<file path="src/rtl/regfile_wb_arbiter.sv">
// Writeback arbiter: shares the register file's single write port between req0 (ALU) and req1 (load).
// Define RR_ARB_EN for round-robin; otherwise fixed priority (req1 first) with a req0 starvation guard.
module regfile_wb_arbiter #(
  parameter int DATA_W = 64,
  parameter int ADDR_W = 5
`ifndef RR_ARB_EN
  ,
  parameter int STARVE_LIMIT = 4
`endif
) (
  input  logic              clk,
  input  logic              reset,
  input  logic              req0_valid,
  input  logic [ADDR_W-1:0] req0_rd,
  input  logic [DATA_W-1:0] req0_data,
  output logic              req0_ready,
  input  logic              req1_valid,
  input  logic [ADDR_W-1:0] req1_rd,
  input  logic [DATA_W-1:0] req1_data,
  output logic              req1_ready,
  output logic              Wen,
  output logic [ADDR_W-1:0] Rd_addr,
  output logic [DATA_W-1:0] write_data,
  output logic              busy
);

  typedef enum logic [1:0] {
    IDLE  = 2'd0,
    WRITE = 2'd1,
    GAP   = 2'd2
  } state_t;

  state_t            state_r;
  state_t            next_state_s;
  logic              wen_r;
  logic [ADDR_W-1:0] rd_addr_r;
  logic [DATA_W-1:0] write_data_r;
  logic              arb_s;
  logic              tie_pick0_s;
  logic              grant0_s;
  logic              grant1_s;
  logic [ADDR_W-1:0] sel_rd_s;
  logic [DATA_W-1:0] sel_data_s;
  logic              do_write_s;

  assign arb_s = (state_r != WRITE);

`ifdef RR_ARB_EN
  // rr_ptr_r holds the last granted requester; a tie goes to the other one.
  logic rr_ptr_r;

  assign tie_pick0_s = rr_ptr_r;

  // Round-robin pointer, updated on every grant including rd==0 consumes.
  always_ff @(posedge clk or posedge reset) begin
    if (reset) begin
      rr_ptr_r <= 1'b0;
    end else if (grant0_s || grant1_s) begin
      rr_ptr_r <= grant1_s;
    end
  end
`else
  localparam int CNT_W = (STARVE_LIMIT < 1) ? 1 : $clog2(STARVE_LIMIT + 1);
  localparam logic [CNT_W-1:0] CNT_MAX = CNT_W'(STARVE_LIMIT);

  logic [CNT_W-1:0] starve_cnt_r;

  assign tie_pick0_s = (starve_cnt_r == CNT_MAX);

  // Count arbitration cycles req0 waits while valid; saturates, clears when req0 wins.
  always_ff @(posedge clk or posedge reset) begin
    if (reset) begin
      starve_cnt_r <= {CNT_W{1'b0}};
    end else if (grant0_s) begin
      starve_cnt_r <= {CNT_W{1'b0}};
    end else if (arb_s && req0_valid && (starve_cnt_r != CNT_MAX)) begin
      starve_cnt_r <= starve_cnt_r + CNT_W'(1);
    end
  end
`endif

  // Grant selection; nothing is granted in WRITE or while reset is held.
  always_comb begin
    grant0_s = 1'b0;
    grant1_s = 1'b0;
    if (arb_s && !reset) begin
      if (req0_valid && req1_valid) begin
        grant0_s = tie_pick0_s;
        grant1_s = !tie_pick0_s;
      end else begin
        grant0_s = req0_valid;
        grant1_s = req1_valid;
      end
    end else begin
      grant0_s = 1'b0;
      grant1_s = 1'b0;
    end
  end

  assign sel_rd_s   = grant1_s ? req1_rd : req0_rd;
  assign sel_data_s = grant1_s ? req1_data : req0_data;
  // Writes to register 0 are consumed without touching the register file.
  assign do_write_s = (grant0_s || grant1_s) && (sel_rd_s != {ADDR_W{1'b0}});

  // Next-state logic: every write is one WRITE cycle then one GAP cycle.
  always_comb begin
    next_state_s = state_r;
    case (state_r)
      IDLE, GAP: begin
        if (do_write_s) begin
          next_state_s = WRITE;
        end else begin
          next_state_s = IDLE;
        end
      end
      WRITE:   next_state_s = GAP;
      default: next_state_s = IDLE;
    endcase
  end

  // State and registered write-port outputs; address/data only load on entry to WRITE.
  always_ff @(posedge clk or posedge reset) begin
    if (reset) begin
      state_r      <= IDLE;
      wen_r        <= 1'b0;
      rd_addr_r    <= {ADDR_W{1'b0}};
      write_data_r <= {DATA_W{1'b0}};
    end else begin
      state_r <= next_state_s;
      wen_r   <= do_write_s;
      if (do_write_s) begin
        rd_addr_r    <= sel_rd_s;
        write_data_r <= sel_data_s;
      end
    end
  end

  assign req0_ready = grant0_s;
  assign req1_ready = grant1_s;
  assign Wen        = wen_r;
  assign Rd_addr    = rd_addr_r;
  assign write_data = write_data_r;
  assign busy       = (state_r == WRITE);

endmodule
</file>
<file path="config.mk">
export PLATFORM = sky130hd
export DESIGN_NAME = regfile_wb_arbiter
export DESIGN_NICKNAME = d
export VERILOG_FILES = /design/src/rtl/regfile_wb_arbiter.sv
export SDC_FILE = /design/constraint.sdc
export NUM_CORES = 1
export LEC_CHECK = 0
export ABC_CLOCK_PERIOD_IN_PS = 3700
export BUFFER_PORTS_ARGS = -buffer_cell sky130_fd_sc_hd__buf_2
export CAP_MARGIN = 20
export CORE_MARGIN = 5
export CORE_UTILIZATION = 46
export DETAILED_ROUTE_END_ITERATION = 10
export GPL_ROUTABILITY_DRIVEN = 0
export PLACE_DENSITY = 0.82
export SYNTH_ARGS = -nofsm -noshare
export SYNTH_HDL_FRONTEND = slang
export SYNTH_SLANG_ARGS = --single-unit
</file>
<file path="constraint.sdc">
create_clock -name clk -period 3.7 [get_ports clk]
set_input_delay 0 -clock clk [delete_from_list [all_inputs] [get_ports clk]]
set_output_delay 0 -clock clk [all_outputs]
set_load 0.05 [all_outputs]
</file>
======== Yosys cells after proc, flatten, opt, wreduce, memory -nomap -nowiden ========
Index checks and enable logic that the tools add are counted.
operators by class
  $add $sub $neg .......................... 1
  eq/ne operators ......................... 5
  muxes and demuxes ....................... 10
  reductions and logical operators ........ 12
operators by type and width
  operator                                        count
  2-to-1 mux 64 bit                               1
  2-to-1 mux 3 bit                                2
  logical AND 1 bit                               5
  2-to-1 mux 1 bit                                5
  2-to-1 mux 5 bit                                1
  nonzero test 5 bit                              1
  case mux 2 bit (2 select lines)                 1
  adder 3 x 1 -> 3 bit (second input constant)    1
  == test 3 bit (second input constant)           1
  != test 3 bit (second input constant)           1
  == test 2 x 1 -> 1 bit (second input constant)  1
  == test 2 bit (second input constant)           1
  zero test 1 bit                                 2
  zero test 2 bit                                 1
  != test 2 x 1 -> 1 bit (second input constant)  1
  nonzero test 2 bit                              1
  OR reduction 2 bit                              1
  logical OR 1 bit                                1
word-level totals
  register bits ........................... 75
  output and inout bits ................... 73
  word-level logic and storage cells ...... 33

======== Depth between registers and ports, before layout ========
  depth after elaboration ................. 9
  depth in mapped cells ................... 8
  depth with buffers taken out ............ 6

======== Least setup slack after synthesis ========
Ideal clock, no wire load.
  path type ............................... input-to-reg
  start point ............................. input reset
  end point ............................... register write_data_r[1], in the netlist write_data[1]
  setup time .............................. 125 ps
  data arrival time ....................... 3,086 ps
  path slack .............................. 488 ps
  stages on the path ...................... 6
  path buffers ............................ 2
  path through ............................ inv_1 nand4_1 buf_2 buf_2 mux2_2 mux2_4
on the way
  word-level cells in the longest chain between the ends .. 6
ends and longest elaborated chain
  item                         RTL line  source
  from (decl)                  12        input logic reset,
  zero test 1 bit (no line) *  n/a
  logical AND 1 bit *          86        if (arb_s && !reset) begin
  2-to-1 mux 1 bit             86
  2-to-1 mux 5 bit             100       assign sel_rd_s = grant1_s ? req1_rd : req0_rd;
  nonzero test 5 bit           103       assign do_write_s = (grant0_s || grant1_s) && (sel_rd_s != {ADDR_W{1'b0}});
  logical AND 1 bit            103
  to (signal assigned)         127       write_data_r <= {DATA_W{1'b0}};
  to (signal assigned)         133       write_data_r <= sel_data_s;
  to (decl)                    37        logic [DATA_W-1:0] write_data_r;
Mark *: on every way between the ends. The rest lies on a longest branch, timed or not.
A chain may end at the register's enable or synchronous reset.

======== Worst setup path in the final report ========
  start point ............................. register starve_cnt_r[0]
  end point ............................... register write_data_r[63], in the netlist write_data[63]
on the way
  word-level cells in the longest chain between the ends .. 7
ends and longest elaborated chain
  item                    RTL line  source
  from (decl)             66        logic [CNT_W-1:0] starve_cnt_r;
  from (signal assigned)  73        starve_cnt_r <= {CNT_W{1'b0}};
  from (signal assigned)  75        starve_cnt_r <= {CNT_W{1'b0}};
  from (signal assigned)  77        starve_cnt_r <= starve_cnt_r + CNT_W'(1);
  == test 3 bit *         68        assign tie_pick0_s = (starve_cnt_r == CNT_MAX);
  zero test 1 bit         89        grant1_s = !tie_pick0_s;
  2-to-1 mux 1 bit        87        if (req0_valid && req1_valid) begin
  2-to-1 mux 1 bit        86
  2-to-1 mux 5 bit        100
  nonzero test 5 bit      103
  logical AND 1 bit       103
Marks and branches as above.

==> flow_summary.toml <==
[run_status]
status = "completed"

[power]
switchingPower_mw = 1.44
power_density_nw_per_um2 = 625
power_frac_comb = 0.460
p_int_mw = 2.07
p_total_mw = 3.51
seqPwrFrac = 0.328
clockPowerShare = 0.213
switching_share = 0.411
p_leak_nw = 2.87
ir_drop_mv = 0.309

[detailed_routing]
drtIter0Drc = 59
via_count = 2976
vias_per_cell = 4.87
drt_wl_total_mm = 9.64
wl_per_cell_um = 15.8
drc_errors = 0
ant_nets = 0
dr.pass1.iters = 4

[cells_and_area]
layout.nets = 642
regArea_um2 = 1880
antennaDiodeCount = 0
area_delta_synth_final_pct = 38.4
fillers = 673
multi_input_area_um2 = 1990
drive_gt1_frac = 0.736
design_area_um2 = 5610

[logic_synthesis]
yosysSeqAreaShare = 0.463
synth_top_cell_by_area = "dfrtp_1"
ys_types = 33
synth_top_area_frac = 0.463
ys_ff_latch = 75
yosys-top-cells-area = "dfrtp_1 (46%), mux2_4 (25%), mux2_2 (19%)"
syn_area_per_cell_um2 = 15.5
synthCells = 261
synth_area_um2 = 4060
ys_warn_count = 0
synth_nets = 405

[timing]
setup_viol = 0
clock_skew_ns = 0.00722
finalHoldViolations = 0
slew-limit-headroom = 0.393
slew_violations = 0
fin_crit_ns = 2.97
setup-tns-final_ns = 0
fin_ws_ns = 0.729
whs_ns = 0.0188
grt_setup_unrepaired = "false"
worst_slew_pin_slew_ns = 0.910
period_share = 0.803
fmax_ghz = 0.337

[clocking]
htreeDepth = 3
cts_hold_buffers = 12
cts_made_buffers = 9
cts_resized = 0
cts_buffer_depth = 2
cts.sinks = 75
post_cts_buffers = 0
worstSkewPairLatency_ns = 0.34
clkSlewWorstSetupHoldPaths_ns = 0.08
cts-root-buf = "clkbuf_8"
cts_tree = "yes"

[global_routing]
grt_max_degree = 77
antenna_found_initial = 0
track_usage = 0.171
overflow = 0
grt_pass1_wl_mm = 15.3
first_global_vias = 3138

[setup_path]
cp_num_buf_inv = 3
critPathCaptureType = "flip-flop"
crit_fanout = 69
critical-path-top-delay-family = "buffers and inverters"
critPathKind = "reg -> reg"
cp_slowest_cell = "buf_4"
worstPathArrival_ns = 3.20
cp.required_ns = 3.93
crit_path_cell_trace = "inv_1, ha_1, nand3_1, nand4_1, buf_4, mux2_2, dlygate4sd3_1, mux2_4"
crit_path_max_incr_delay_ns = 0.63
startpoint_type = "flip-flop"

[place]
pre_cts_ws_ns = 1.12
portBuffers = 214
dp_hpwl_mm = 7.01
postPlaceCellArea_um2 = 5130

[floorplan]
die_area_um2 = 10800
fp.dieH_um = 104
start_util = 0.470
die_x_um = 104
coreArea_um2 = 8640
io_pins = 215
fp-row-count = 34

[hold_path]
worstHoldPathType = "in -> reg"

[run]
drv_cap = 0
==> cell usage after synthesis <==
| library cell | count |
|---|---|
| nor3_1 | 1 |
| a31oi_1 | 1 |
| mux2i_1 | 1 |
| or4_4 | 1 |
| buf_6 | 1 |
| nand4_1 | 2 |
| mux2_1 | 1 |
| nand3_1 | 3 |
| and2_1 | 1 |
| mux2_4 | 67 |
| o311a_1 | 1 |
| nor4_1 | 1 |
| nand4b_1 | 1 |
| nor2b_1 | 1 |
| nand2_1 | 2 |
| nand2b_1 | 1 |
| and4_1 | 1 |
| xnor2_1 | 1 |
| inv_2 | 1 |
| mux2_2 | 67 |
| buf_12 | 6 |
| a22o_1 | 1 |
| and3_1 | 1 |
| o211ai_1 | 1 |
| xor2_1 | 1 |
| o32ai_1 | 1 |
| nor2_1 | 4 |
| ha_1 | 2 |
| buf_2 | 2 |
| buf_1 | 5 |
| dfrtp_1 | 75 |
| inv_1 | 5 |
| buf_8 | 1 |
==> worst register-to-register path: cells and delay by family, from the launching register on <==
family,cells,cell delay (ns)
simple gates,2,0.29
fa+ha+maj,1,0.17
buf+inv,3,1.27
mux,2,0.74
flops,1,0.39
==> sequential cells by signal, summed over array words and instances, names as in the netlist <==
| name | cells |
|---|---|
| write_data | 64 |
| Rd_addr | 5 |
| starve_cnt_r | 3 |
| state_r | 2 |
| Wen | 1 |
==> metrics by stage <==
stage,cells,util
after floorplan,261,-
after global placement,571,0.594
after detailed placement,571,0.594
after CTS,599,0.636
after global routing,611,0.650
final,611,0.650
==> layout by cell type (no fill, tap or decap), types with 2 or more instances in the layout <==
cell,synthesis,routed
mux2_4,67,67
nand3_1,3,3
ha_1,2,2
nand4_1,2,2
buf_4,0,2
bufinv_16,0,3
inv_2,1,2
mux2_2,67,67
inv_1,5,4
dfrtp_1,75,75
nand2_1,2,2
buf_2,2,214
clkbuf_8,0,9
dlygate4sd3_1,0,24
nor2_1,4,4
clkinvlp_4,0,2
==> logic make-up after synthesis <==
| logic type | count (synthesis) | synth area share |
|---|---|---|
| AOI/OAI and AO/OA | 5 | 0.0102 |
| adders and majority gates | 2 | 0.00617 |
| muxes | 136 | 0.439 |
| buffers and inverters | 21 | 0.0488 |
| and+or+nand+nor | 20 | 0.0284 |
| xor gates and xnor gates | 2 | 0.00432 |
| DFF | 75 | 0.463 |
==> routing by layer <==
layer,share of wire,vias to the layer above,GRT usage
met5,0,-,0
met4,0.012,0,0.0361
met3,0.074,11,0.0658
met2,0.51,131,0.282
met1,0.41,1419,0.213
li1,-,1415,-
==> worst paths after layout <==
kind	from	end	slack, ns	cells past startpoint
hold / removal	req1_data[17]	write_data[17]	0.02	3
max in group asynchronous	reset	write_data[11]	2.58	4
setup reg to reg	starve_cnt_r[0]	write_data[63]	0.73	8
setup / recovery	starve_cnt_r[0]	write_data[63]	0.73	8
min in group asynchronous	reset	write_data[3]	0.52	4
hold reg to reg	state_r[0]	state_r[0]	0.43	1
==> area by class of cell <==
type	count	share of cell area
tap	108	0.0241
inverter	6	0.00401
clock buffer	10	0.0227
timing repair buffer	241	0.240
clock inverter	6	0.0203
multi-input combinational	165	0.355
sequential	75	0.334
==> power by group through the flow <==
stage	clock (mW)	combinational [mW]	sequential [mW]
global placement	0	1.57	1.16
CTS	0.770	1.62	1.15
global route	0.808	1.69	1.18
finish	0.746	1.61	1.15
detailed placement	0	1.60	1.16
floorplan	0	0.558	1.84
(Power assumes the default switching activity.)
